==> config.mk <==
export PLATFORM = sky130hd
export DESIGN_NAME = conv_relu_pool
export DESIGN_NICKNAME = d
export VERILOG_FILES = /design/src/rtl/conv_pkg.sv /design/src/rtl/pool_row_buf.sv /design/src/rtl/conv_relu_pool.sv
export SDC_FILE = /design/constraint.sdc
export NUM_CORES = 1
export LEC_CHECK = 0
export BUFFER_PORTS_ARGS = -buffer_cell sky130_fd_sc_hd__buf_4
export CORE_ASPECT_RATIO = 1.1
export CORE_MARGIN = 3
export CORE_UTILIZATION = 35
export DETAILED_ROUTE_END_ITERATION = 8
export PLACE_DENSITY = 0.59
export SYNTH_ARGS = -nofsm -noshare
export SYNTH_HDL_FRONTEND = slang
export SYNTH_SLANG_ARGS = --single-unit
==> constraint.sdc <==
create_clock -name clk -period 5.65 [get_ports clk]
set_input_delay 1.13 -clock clk [delete_from_list [all_inputs] [get_ports clk]]
set_output_delay 1.13 -clock clk [all_outputs]
set_load 0.03 [all_outputs]
==> src/rtl/conv_pkg.sv <==
// Shared convolution datapath definitions: operand width, accumulator type and
// the ReLU / signed-max helpers used by both the PE and the pooling stage.
package conv_pkg;

   localparam int unsigned WIDTH = 9;
   localparam int unsigned ACC_W = 2 * WIDTH;

   typedef logic signed [ACC_W-1:0] acc_t;

   function automatic acc_t relu(input acc_t x);
      return x[ACC_W-1] ? '0 : x;
   endfunction

   function automatic acc_t smax(input acc_t a, input acc_t b);
      return (a > b) ? a : b;
   endfunction

endpackage

==> src/rtl/pool_row_buf.sv <==
// Half-row line buffer: one registered write port, combinational read, no reset
// so it can map onto distributed RAM.
module pool_row_buf #(
   parameter int unsigned DEPTH  = 15,
   parameter int unsigned DATA_W = 18,
   parameter int unsigned ADDR_W = 4
) (
   input  logic              clk,
   input  logic              i_we,
   input  logic [ADDR_W-1:0] i_addr,
   input  logic [DATA_W-1:0] i_wdata,
   output logic [DATA_W-1:0] o_rdata
);

   logic [DATA_W-1:0] r_mem [DEPTH];

   always_ff @(posedge clk) begin
      if (i_we) r_mem[i_addr] <= i_wdata;
   end

   assign o_rdata = r_mem[i_addr];

endmodule

==> src/rtl/conv_relu_pool.sv <==
// ReLU followed by 2x2 stride-2 max pooling over a raster-ordered result stream;
// emits one registered pooled value per completed window.
module conv_relu_pool #(
   parameter int unsigned WIDTH = conv_pkg::WIDTH,
   parameter int unsigned COLS  = 30
) (
   input  logic                 clk,
   input  logic                 rst_n,
   input  logic                 in_valid,
   input  logic                 in_sof,
   input  logic [2*WIDTH-1:0]   data_in,
   output logic                 out_valid,
   output logic [2*WIDTH-1:0]   data_out,
   output logic                 out_eol
);
   import conv_pkg::*;

   localparam int unsigned DW   = 2 * WIDTH;
   localparam int unsigned HALF = COLS / 2;
   localparam int unsigned CW   = $clog2(COLS);
   localparam int unsigned AW   = (HALF > 1) ? $clog2(HALF) : 1;

   logic [CW-1:0]        r_col;
   logic                 r_row_odd;
   logic signed [DW-1:0] r_h_reg;
   logic signed [DW-1:0] r_data_out;
   logic                 r_out_valid;
   logic                 r_out_eol;

   logic [CW-1:0]        w_col;
   logic                 w_row_odd;
   logic                 w_last;
   logic                 w_odd_col;
   logic                 w_wr_en;
   logic                 w_emit;
   logic [AW-1:0]        w_addr;
   logic signed [DW-1:0] w_cur;
   logic signed [DW-1:0] w_h;
   logic [DW-1:0]        w_buf_rd;

   // Start-of-frame overrides the position for the beat that carries it
   always_comb begin
      w_col     = in_sof ? '0 : r_col;
      w_row_odd = in_sof ? 1'b0 : r_row_odd;
      w_last    = (w_col == CW'(COLS - 1));
      w_odd_col = w_col[0];
      w_addr    = AW'(w_col >> 1);
      w_cur     = relu(data_in);
      w_h       = smax(r_h_reg, w_cur);
      w_wr_en   = in_valid & w_odd_col & ~w_row_odd;
      w_emit    = in_valid & w_odd_col & w_row_odd;
   end

   pool_row_buf #(
      .DEPTH  (HALF),
      .DATA_W (DW),
      .ADDR_W (AW)
   ) u_row_buf (
      .clk     (clk),
      .i_we    (w_wr_en),
      .i_addr  (w_addr),
      .i_wdata (w_h),
      .o_rdata (w_buf_rd)
   );

   // With odd COLS the last column is even, so it only loads h_reg and is never paired
   always_ff @(posedge clk or negedge rst_n) begin
      if (!rst_n) begin
         r_col       <= '0;
         r_row_odd   <= 1'b0;
         r_h_reg     <= '0;
         r_data_out  <= '0;
         r_out_valid <= 1'b0;
         r_out_eol   <= 1'b0;
      end else begin
         r_out_valid <= w_emit;
         r_out_eol   <= w_emit && (w_addr == AW'(HALF - 1));
         if (w_emit) r_data_out <= smax(w_h, w_buf_rd);
         if (in_valid) begin
            r_col     <= w_last ? '0 : w_col + CW'(1);
            r_row_odd <= w_last ? ~w_row_odd : w_row_odd;
            if (!w_odd_col) r_h_reg <= w_cur;
         end
      end
   end

   assign out_valid = r_out_valid;
   assign data_out  = r_data_out;
   assign out_eol   = r_out_eol;

endmodule

==> impl_metrics.ini, run 1 <==
[finish]
layout_common_cells = 255 x edfxtp_1, 90 x buf_4, 74 x o21ai_0
layout-drive-gt1-share = 0.194
largest_reg_flops = 255
layout.nets = 1024
final_core_util = 0.417
syn_to_final_growth_pct = 17.3
final_common_cell = edfxtp_1
diodes = 0

[clock_tree]
root_buffer = clkbuf_16
cts_buffers = 29
htree_levels = 1
clock_latency_ns = 0.56
ctsHoldBuffers = 0
cts_repair_resize_count = 0
clk_pin_slew_ns = 0.06
cts.sinks = 297
post_cts.repair.setup_buffers = 0
cts_tree = yes
clock_path_buffers = 3

[floorplan]
ios = 42
core_area_um2 = 35300
num_rows = 72
die_w_um = 187
die-area_um2 = 38200
fp.dieH_um = 205
initial_core_util = 0.356

[setup_path]
setup.worst_path.end_class = flip-flop
crit_required_ns = 6.05
r2r-start = r_col[2]
r2r_setup_slack_ns = 1.05
r2r_end = data_out[13]
crit_type = in2reg
cp_max_fo = 17
critical_path_arrival_ns = 5.37
start_kind = input port
r2r_cells = 15

[synthesis]
synth_cells = 891
async_flop_share = 0.141
ys_seq_area_frac = 0.693
ys_warn_count = 0
syn-cell-area_um2 = 12600
synth_fp_nets = 949
syn_area_per_cell_um2 = 14.1
synth_seq_cells = 297
synth-edff-count = 255
yosysUniqueCellTypes = 48
synth_flop_cell = edfxtp_1

[global_routing]
antenna_found_initial = 0
grt_pass1_wl_um = 48000
grt_usage = 0.162
grt_max_degree = 43
overflow = 0
grt_pass1_vias = 7961

[placement]
place.port_buffers = 40
detailed_place_hpwl_um = 20100
place_congestion = 0.832

[timing]
rsz0062_at_grt = no
relSlewSlack = 0.217
slew_violations = 0
hold_viol = 0
timing.fmax_ghz = 0.201
tns_ns = 0
fin_crit_sh = 0.880
skew_ns = 0.00992
setup_violations = 0
worst_pin_slew_ns = 1.17
period_needed_ns = 4.97

[routing]
vias_per_cell = 5.31
vias = 7802
drtIter0Drc = 714
routed_wl_um = 31500
first_pass_iters = 5
wl_per_cell_um = 21.4
antenna_left = 0
drc = 0

[power_and_ir_drop]
peakVddDrop_mv = 0.299
power.leakage_nw = 5.43
powerDensity_nw_per_um2 = 387

[worst_hold_path]
hold-path-endpoint = data_out[7]
hold_start = data_out[7]
hold_path.class = reg2reg
worstHoldPathCells = 2

[job]
maxCapViolCount = 0

[outcome]
outcome = finished, final reports clean
layout make-up:
cell class / count / area, um2
inverters: 44 / 165
fillers: 3287 / 20600
multi-input cells: 500 / 3500
clock buffers: 37 / 796
repair buffers: 94 / 756
well taps: 481 / 602
clock inverters: 17 / 206
flip-flops and latches: 297 / 8710
worst max-delay path, cell delays in order:
cell and delay, ns:
buf_4 0.16, and2b_2 0.23, inv_1 0.05, ha_1 0.29, a21o_1 0.20, a2111oi_2 0.39
a21boi_2 0.26, a41o_1 0.16, buf_12 0.18, mux2i_1 0.32, inv_1 0.08, ha_1 0.32
a21oi_1 0.08, a211oi_1 0.24, nor3_1 0.07, a211oi_1 0.36, o21ai_1 0.13, nand2_1 0.47
o221ai_1 0.23
metal layers:
metal | share of wire | vias up | wire, um | track usage
met3 | 0.053 | 53 | 1670 | 0.0250
met5 | 0 | - | 0 | 0
met4 | 0.036 | 0 | 1140 | 0.0635
met2 | 0.49 | 209 | 15400 | 0.275
li1 | - | 3581 | - | -
met1 | 0.42 | 3959 | 13300 | 0.212
per-stage QoR:
| stage | instance area, um2 | worst slack (ns) | total power, mW | hold WS (ns) | instances |
|---|---|---|---|---|---|
| 6_report | 14700 | 0.679 | 5.70 | 0.514 | 1470 |
| 5_1_grt | 14700 | 0.217 | 5.94 | 0.539 | 1470 |
| 4_1_cts | 14700 | 0.643 | 5.75 | 0.519 | 1470 |
| 3_5_place_dp | 13700 | 0.0810 | 3.74 | 0.505 | 1416 |
| 3_3_place_gp | 13700 | 0.139 | 3.73 | 0.496 | 1416 |
| 2_1_floorplan | 12600 | 0.512 | 3.31 | 0.477 | 891 |
how the worst max path moves through the flow:
stage                        end         from  slack, ns
floorplan           data_out[15]  data_in[17]       0.51
global placement     data_out[7]  data_in[17]       0.14
detailed placement  data_out[13]  data_in[17]       0.08
CTS                 data_out[13]  data_in[17]       0.64
global route        data_out[13]  data_in[17]       0.22
finish              data_out[13]  data_in[17]       0.68
where the power goes:
| group | total (mW) | switching [mW] | internal [mW] |
|---|---|---|---|
| registers | 2.64 | 0.0834 | 2.56 |
| logic | 1.05 | 0.667 | 0.379 |
| clock network | 2.01 | 0.829 | 1.19 |
cells by family after synthesis:
kind of cell	share of synthesized area
compound gates	0.117
other cells	0.000298
buf+inv	0.0328
flops	0.693
mux	0.0581
simple gates	0.0632
fa+ha+maj	0.0358
cell usage after synthesis (all sizes together) (11+ instances only):
cell,n,area share
edfxtp,255,0.61
mux2i,56,0.045
nand2,49,0.015
a211oi,14,0.0084
dfrtp,42,0.084
nor2,36,0.011
a21oi,49,0.020
clkbuf,24,0.0072
buf,25,0.012
o221ai,36,0.025
o22ai,40,0.020
mux2,15,0.013
inv,44,0.013
o21ai,78,0.031
nor3,11,0.0044
ha,36,0.036
Power figures use the tool's default switching activity.
==> run 2, diff against run 1 <==
--- a/config.mk
+++ b/config.mk
@@ -8,9 +8,9 @@
 export BUFFER_PORTS_ARGS = -buffer_cell sky130_fd_sc_hd__buf_4
 export CORE_ASPECT_RATIO = 1.1
 export CORE_MARGIN = 3
-export CORE_UTILIZATION = 35
+export CORE_UTILIZATION = 40
 export DETAILED_ROUTE_END_ITERATION = 8
-export PLACE_DENSITY = 0.59
+export PLACE_DENSITY_LB_ADDON = 0.05
 export SYNTH_ARGS = -nofsm -noshare
 export SYNTH_HDL_FRONTEND = slang
 export SYNTH_SLANG_ARGS = --single-unit
==> impl_metrics.ini, run 2 (synthesis results as in run 1) <==
[timing]
worst_pin_slew_ns = 1.35
timing.fmax_ghz = 0.201
fin_crit_sh = 0.882
period_needed_ns = 4.98
relSlewSlack = 0.0994
slew_violations = 0
tns_ns = 0
setup_violations = 0
skew_ns = 0.0198
hold_viol = 0
rsz0062_at_grt = no

[setup_path]
crit_type = in2reg
startpoint = data_in[17]
cp_max_fo = 17
critical_path_arrival_ns = 5.38
setup.worst_path.end_class = flip-flop
r2r_end = data_out[13]
start_kind = input port
r2r_setup_slack_ns = 1.27
r2r_cells = 17
r2r-start = r_h_reg[15]
crit_required_ns = 6.05

[routing]
vias = 7922
first_pass_iters = 7
routed_wl_um = 34300
drtIter0Drc = 708
drc = 0
vias_per_cell = 5.65
wl_per_cell_um = 24.4
antenna_left = 0

[floorplan]
ios = 42
num_rows = 67
fp.dieH_um = 192
die-area_um2 = 33600
core_area_um2 = 30700
initial_core_util = 0.410
die_w_um = 175

[worst_hold_path]
hold_start = data_out[1]
hold_path.class = reg2reg
hold-path-endpoint = data_out[1]
worstHoldPathCells = 2

[finish]
final_common_cell = edfxtp_1
fillers = 2758
largest_reg_flops = 255
seqCellArea_um2 = 8710
multiInputGateArea_um2 = 3520
layout_common_cells = 255 x edfxtp_1, 90 x buf_4, 74 x o21ai_0
final_core_util = 0.475
layout.nets = 1024
diodes = 0
layout-drive-gt1-share = 0.184
syn_to_final_growth_pct = 15.9

[clock_tree]
clock_path_buffers = 3
clock_latency_ns = 0.58
clk_pin_slew_ns = 0.06
cts_tree = yes
cts_buffers = 31
post_cts.repair.setup_buffers = 0
root_buffer = clkbuf_16
cts.sinks = 297
htree_levels = 1
ctsHoldBuffers = 0
cts_repair_resize_count = 0

[global_routing]
grt_usage = 0.202
use_met1 = 0.261
grt_max_degree = 49
grt-busiest-layer = met2
grt_pass1_vias = 8094
overflow = 0
grt_pass1_wl_um = 50600
grt.met2_usage = 0.357
use_met3 = 0.0279
antenna_found_initial = 1

[power_and_ir_drop]
power.leakage_nw = 5.38
powerDensity_nw_per_um2 = 383
finalPower_mw = 5.58
peakVddDrop_mv = 0.237

[placement]
detailed_place_hpwl_um = 22200
place.port_buffers = 40
place_congestion = 0.838

[outcome]
outcome = finished, final reports clean

[job]
maxCapViolCount = 0
## run 2: how the worst max path moves through the flow
stage	endpoint	slack, ns	cells past startpoint
final	data_out[13]	0.67	20
after global routing	data_out[12]	0.35	20
after CTS	data_out[6]	0.73	20
after detailed placement	data_out[12]	0.16	20
after global placement	data_out[5]	0.29	21
after floorplan	data_out[15]	0.51	20
## run 2: metal layers
layer,part of all wire,up-vias
li1,-,3593
met1,0.41,4029
met2,0.51,228
met3,0.053,72
met4,0.027,0
met5,0,-
## run 2: area by class of cell
cell class	count	share of cell area
Sequential cell	297	0.598
Inverter	44	0.0113
Tap cell	414	0.0356
Clock buffer	44	0.0573
Clock inverter	11	0.00627
Timing Repair Buffer	92	0.0492
Multi-Input combinational cell	500	0.242
## run 2: stage by stage
step                      cells  worst slack, ns  hold slack [ns]  area (um2)
after floorplan             891            0.512            0.477       12600
after global placement     1347            0.292            0.499       13600
after detailed placement   1347            0.161            0.504       13600
after CTS                  1402            0.733            0.520       14600
after global routing       1402            0.352            0.537       14600
final                      1402            0.669            0.510       14600
## run 2: power breakdown
part / switching, mW / internal, mW / leakage, nW
Sequential: 0.0779 / 2.56 / 2.87
Combinational: 0.685 / 0.373 / 2.05
Clock: 0.814 / 1.07 / 0.455
## run 2: critical path: stages
cell,delay (ns)
buf_4,0.16
and2b_2,0.24
inv_1,0.05
ha_1,0.30
a21o_1,0.21
a2111oi_2,0.48
a21boi_2,0.29
a41o_1,0.17
buf_12,0.18
mux2i_1,0.28
inv_1,0.10
ha_1,0.31
nand4_1,0.18
a211oi_1,0.26
nor3_1,0.08
a211oi_1,0.36
o21ai_1,0.13
nand2_1,0.08
buf_4,0.23
o221ai_1,0.16
==> run 3, diff against run 2 <==
--- a/config.mk
+++ b/config.mk
@@ -5,12 +5,14 @@
 export SDC_FILE = /design/constraint.sdc
 export NUM_CORES = 1
 export LEC_CHECK = 0
+export ABC_AREA = 1
 export BUFFER_PORTS_ARGS = -buffer_cell sky130_fd_sc_hd__buf_4
 export CORE_ASPECT_RATIO = 1.1
 export CORE_MARGIN = 3
 export CORE_UTILIZATION = 40
 export DETAILED_ROUTE_END_ITERATION = 8
 export PLACE_DENSITY_LB_ADDON = 0.05
+export SKIP_LAST_GASP = 1
 export SYNTH_ARGS = -nofsm -noshare
 export SYNTH_HDL_FRONTEND = slang
 export SYNTH_SLANG_ARGS = --single-unit
==> impl_metrics.ini, run 3 <==
[power_and_ir_drop]
internal-power_mw = 3.96
clkPwrFrac = 0.381
switching_share = 0.264
seqPwrFrac = 0.468
power.leakage_nw = 6.89
power_frac_comb = 0.150
p_switching_mw = 1.42
finalPower_mw = 5.38
peakVddDrop_mv = 0.245
powerDensity_nw_per_um2 = 345

[routing]
highest_layer = met4
drc = 0
drt-met1-wl_um = 17000
drtIter0Drc = 694
routed_wl_um = 36200
antenna_left = 0
first_pass_iters = 5
wl_met3_um = 1970
vias_per_cell = 4.99
vias = 9578
met2_length_um = 16400
wl_per_cell_um = 18.9

[placement]
place_area_um2 = 14600
place.port_buffers = 40
dp.cells = 1862
place_congestion = 0.797
detailed_place_hpwl_um = 23300

[finish]
stdcell_count = 1918
fin_area_um2 = 15600
layout_common_cells = 734 x nand2_1, 255 x edfxtp_1, 93 x nand3_1
largest_reg_flops = 255
diodes = 0
fillers = 3108
layout-drive-gt1-share = 0.111
final_common_cell = nand2_1
layout.nets = 1526
syn_to_final_growth_pct = 15.5

[synthesis]
yosysMostFrequentCell = nand2_1
synthSimpleGateAreaFrac = 0.260
synth_mux_area_frac = 0
synth_fa_ha_area_frac = 0.0334
synth_top_family_by_area = simple AND/OR/NAND/NOR gates
syn-cell-area_um2 = 13500
yosys.area.top_type = edfxtp_1
ys_warn_count = 0
synth_fp_nets = 1460
synth_flop_cell = edfxtp_1
synth_seq_cells = 297
async_flop_share = 0.141
synthTopCellsByCount = 734 x nand2_1, 255 x edfxtp_1, 93 x nand3_1
synth.top_cell.area_share = 0.567
yosysUniqueCellTypes = 29
syn_area_per_cell_um2 = 9.63
synth_cells = 1402
yosys-top-cells-area = edfxtp_1 57%, nand2_1 20%, dfrtp_1 7.8%
synth-edff-count = 255
synth_compound_area_frac = 0.0222
ys_seq_area_frac = 0.645
synth_xor_area_frac = 0.00195

[timing]
setup_violations = 0
tns_ns = 0
whs_ns = 0.497
skew_ns = 0.00928
relSlewSlack = 0.466
rsz0062_at_grt = no
fin_crit_sh = 0.864
timing.fmax_ghz = 0.205
period_needed_ns = 4.88
slew_violations = 0
worst_pin_slew_ns = 0.800
hold_viol = 0

[clock_tree]
cts.sinks = 297
clk_pin_slew_ns = 0.06
post_cts.repair.setup_buffers = 0
ctsHoldBuffers = 0
root_buffer = clkbuf_16
clock_latency_ns = 0.56
cts_repair_resize_count = 0
clock_path_buffers = 3
cts_buffers = 30
cts_tree = yes
htree_levels = 1

[floorplan]
num_rows = 69
ios = 42
core_area_um2 = 32800
fp.dieH_um = 199
die-area_um2 = 36000
initial_core_util = 0.411
die_w_um = 181

[setup_path]
cp_max_fo = 17
crit_type = in2reg
path_common_cell = nand2_1
crit_required_ns = 6.14
r2r_cells = 19
start_kind = input port
crit_chain = buf_4, clkinv_1, nand2_1, ha_1, nand2_1, nor2_1, nand3_1, nand3_1, nand2_1, nand2_1, nand2_1, nand2_1, nand2_1, ha_1, nand3_1, nor3_1, nand3b_1, nand2_2, clkinv_1, nand3_1, nand2_1, nand2_1
cpMaxStageDelayCell = ha_1
setup.worst_path.end_class = flip-flop
cpPeakStageDelay_ns = 0.44
critical_path_arrival_ns = 5.37

[outcome]
outcome = finished, final reports clean

[global_routing]
grt_usage = 0.202
antenna_found_initial = 0
grt_pass1_vias = 9323
overflow = 0
grt_max_degree = 65
grt_pass1_wl_um = 56400

[worst_hold_path]
hold_path.class = reg2reg
worstHoldPathCells = 2

[job]
maxCapViolCount = 0
-- run 3: cell count changes after synthesis, sizes merged, moves of 10 or more --
cell    delta
o221ai    -36
and2b     -10
nand3     +83
buf       +14
nor2      +16
a211oi    -14
inv       +10
o22ai     -36
a21oi     -22
mux2      -15
o21ai     -59
nand2    +688
mux2i     -56
-- run 3: kinds of logic (layout without fill, tap and decap cells) --
kind of cell	Yosys count	after routing
other	1	1
XOR/XNOR	3	3
flip-flops	297	297
buffers and inverters	116	206
AND/OR/NAND/NOR	893	893
adder cells (fa/ha/maj)	36	36
AO/OA/AOI/OAI	56	56
-- run 3: critical path, delay by kind of cell --
| kind | cells | cell delay (ns) |
|---|---|---|
| fa+ha+maj | 2 | 0.61 |
| simple gates | 17 | 2.78 |
| buf+inv | 3 | 0.85 |
-- run 3: area by class of cell --
class,instances,area [um2],area share
sequential,297,8710,0.559
timing repair buffer,93,761,0.0488
clock buffer,46,932,0.0598
multi-input combinational,989,4340,0.278
inverter,57,214,0.0137
clock inverter,10,98.8,0.00634
tap,426,533,0.0342
-- run 3: path summary, 6_finish.rpt --
| path | startpoint | endpoint | slack (ns) |
|---|---|---|---|
| hold reg to reg | data_out[6] | data_out[6] | 0.50 |
| setup / recovery | data_in[17] | data_out[12] | 0.77 |
| max in group asynchronous | rst_n | out_eol | 4.67 |
| hold / removal | data_out[6] | data_out[6] | 0.50 |
| min in group asynchronous | rst_n | data_out[7] | 0.57 |
| setup reg to reg | r_h_reg[9] | data_out[12] | 1.50 |
-- run 3: power by group through the flow --
stage / Sequential (mW) / Combinational (mW) / Clock, mW
finish: 2.52 / 0.809 / 2.05
CTS: 2.52 / 0.823 / 2.10
detailed placement: 2.56 / 0.821 / 0
global route: 2.52 / 0.925 / 2.19
floorplan: 2.56 / 0.514 / 0
global placement: 2.56 / 0.815 / 0
-- run 3: metal layers --
metal  global-route usage  vias up
met4               0.0567        0
met5                    0        -
met2                0.324      250
met3               0.0267       52
met1                0.291     4542
li1                     -     4734
-- run 3: stage by stage --
step           setup slack (ns)   util
2_1_floorplan             0.945      -
3_3_place_gp              0.112  0.444
3_5_place_dp              0.105  0.444
4_1_cts                   0.691  0.475
5_1_grt                   0.152  0.475
6_report                  0.768  0.475
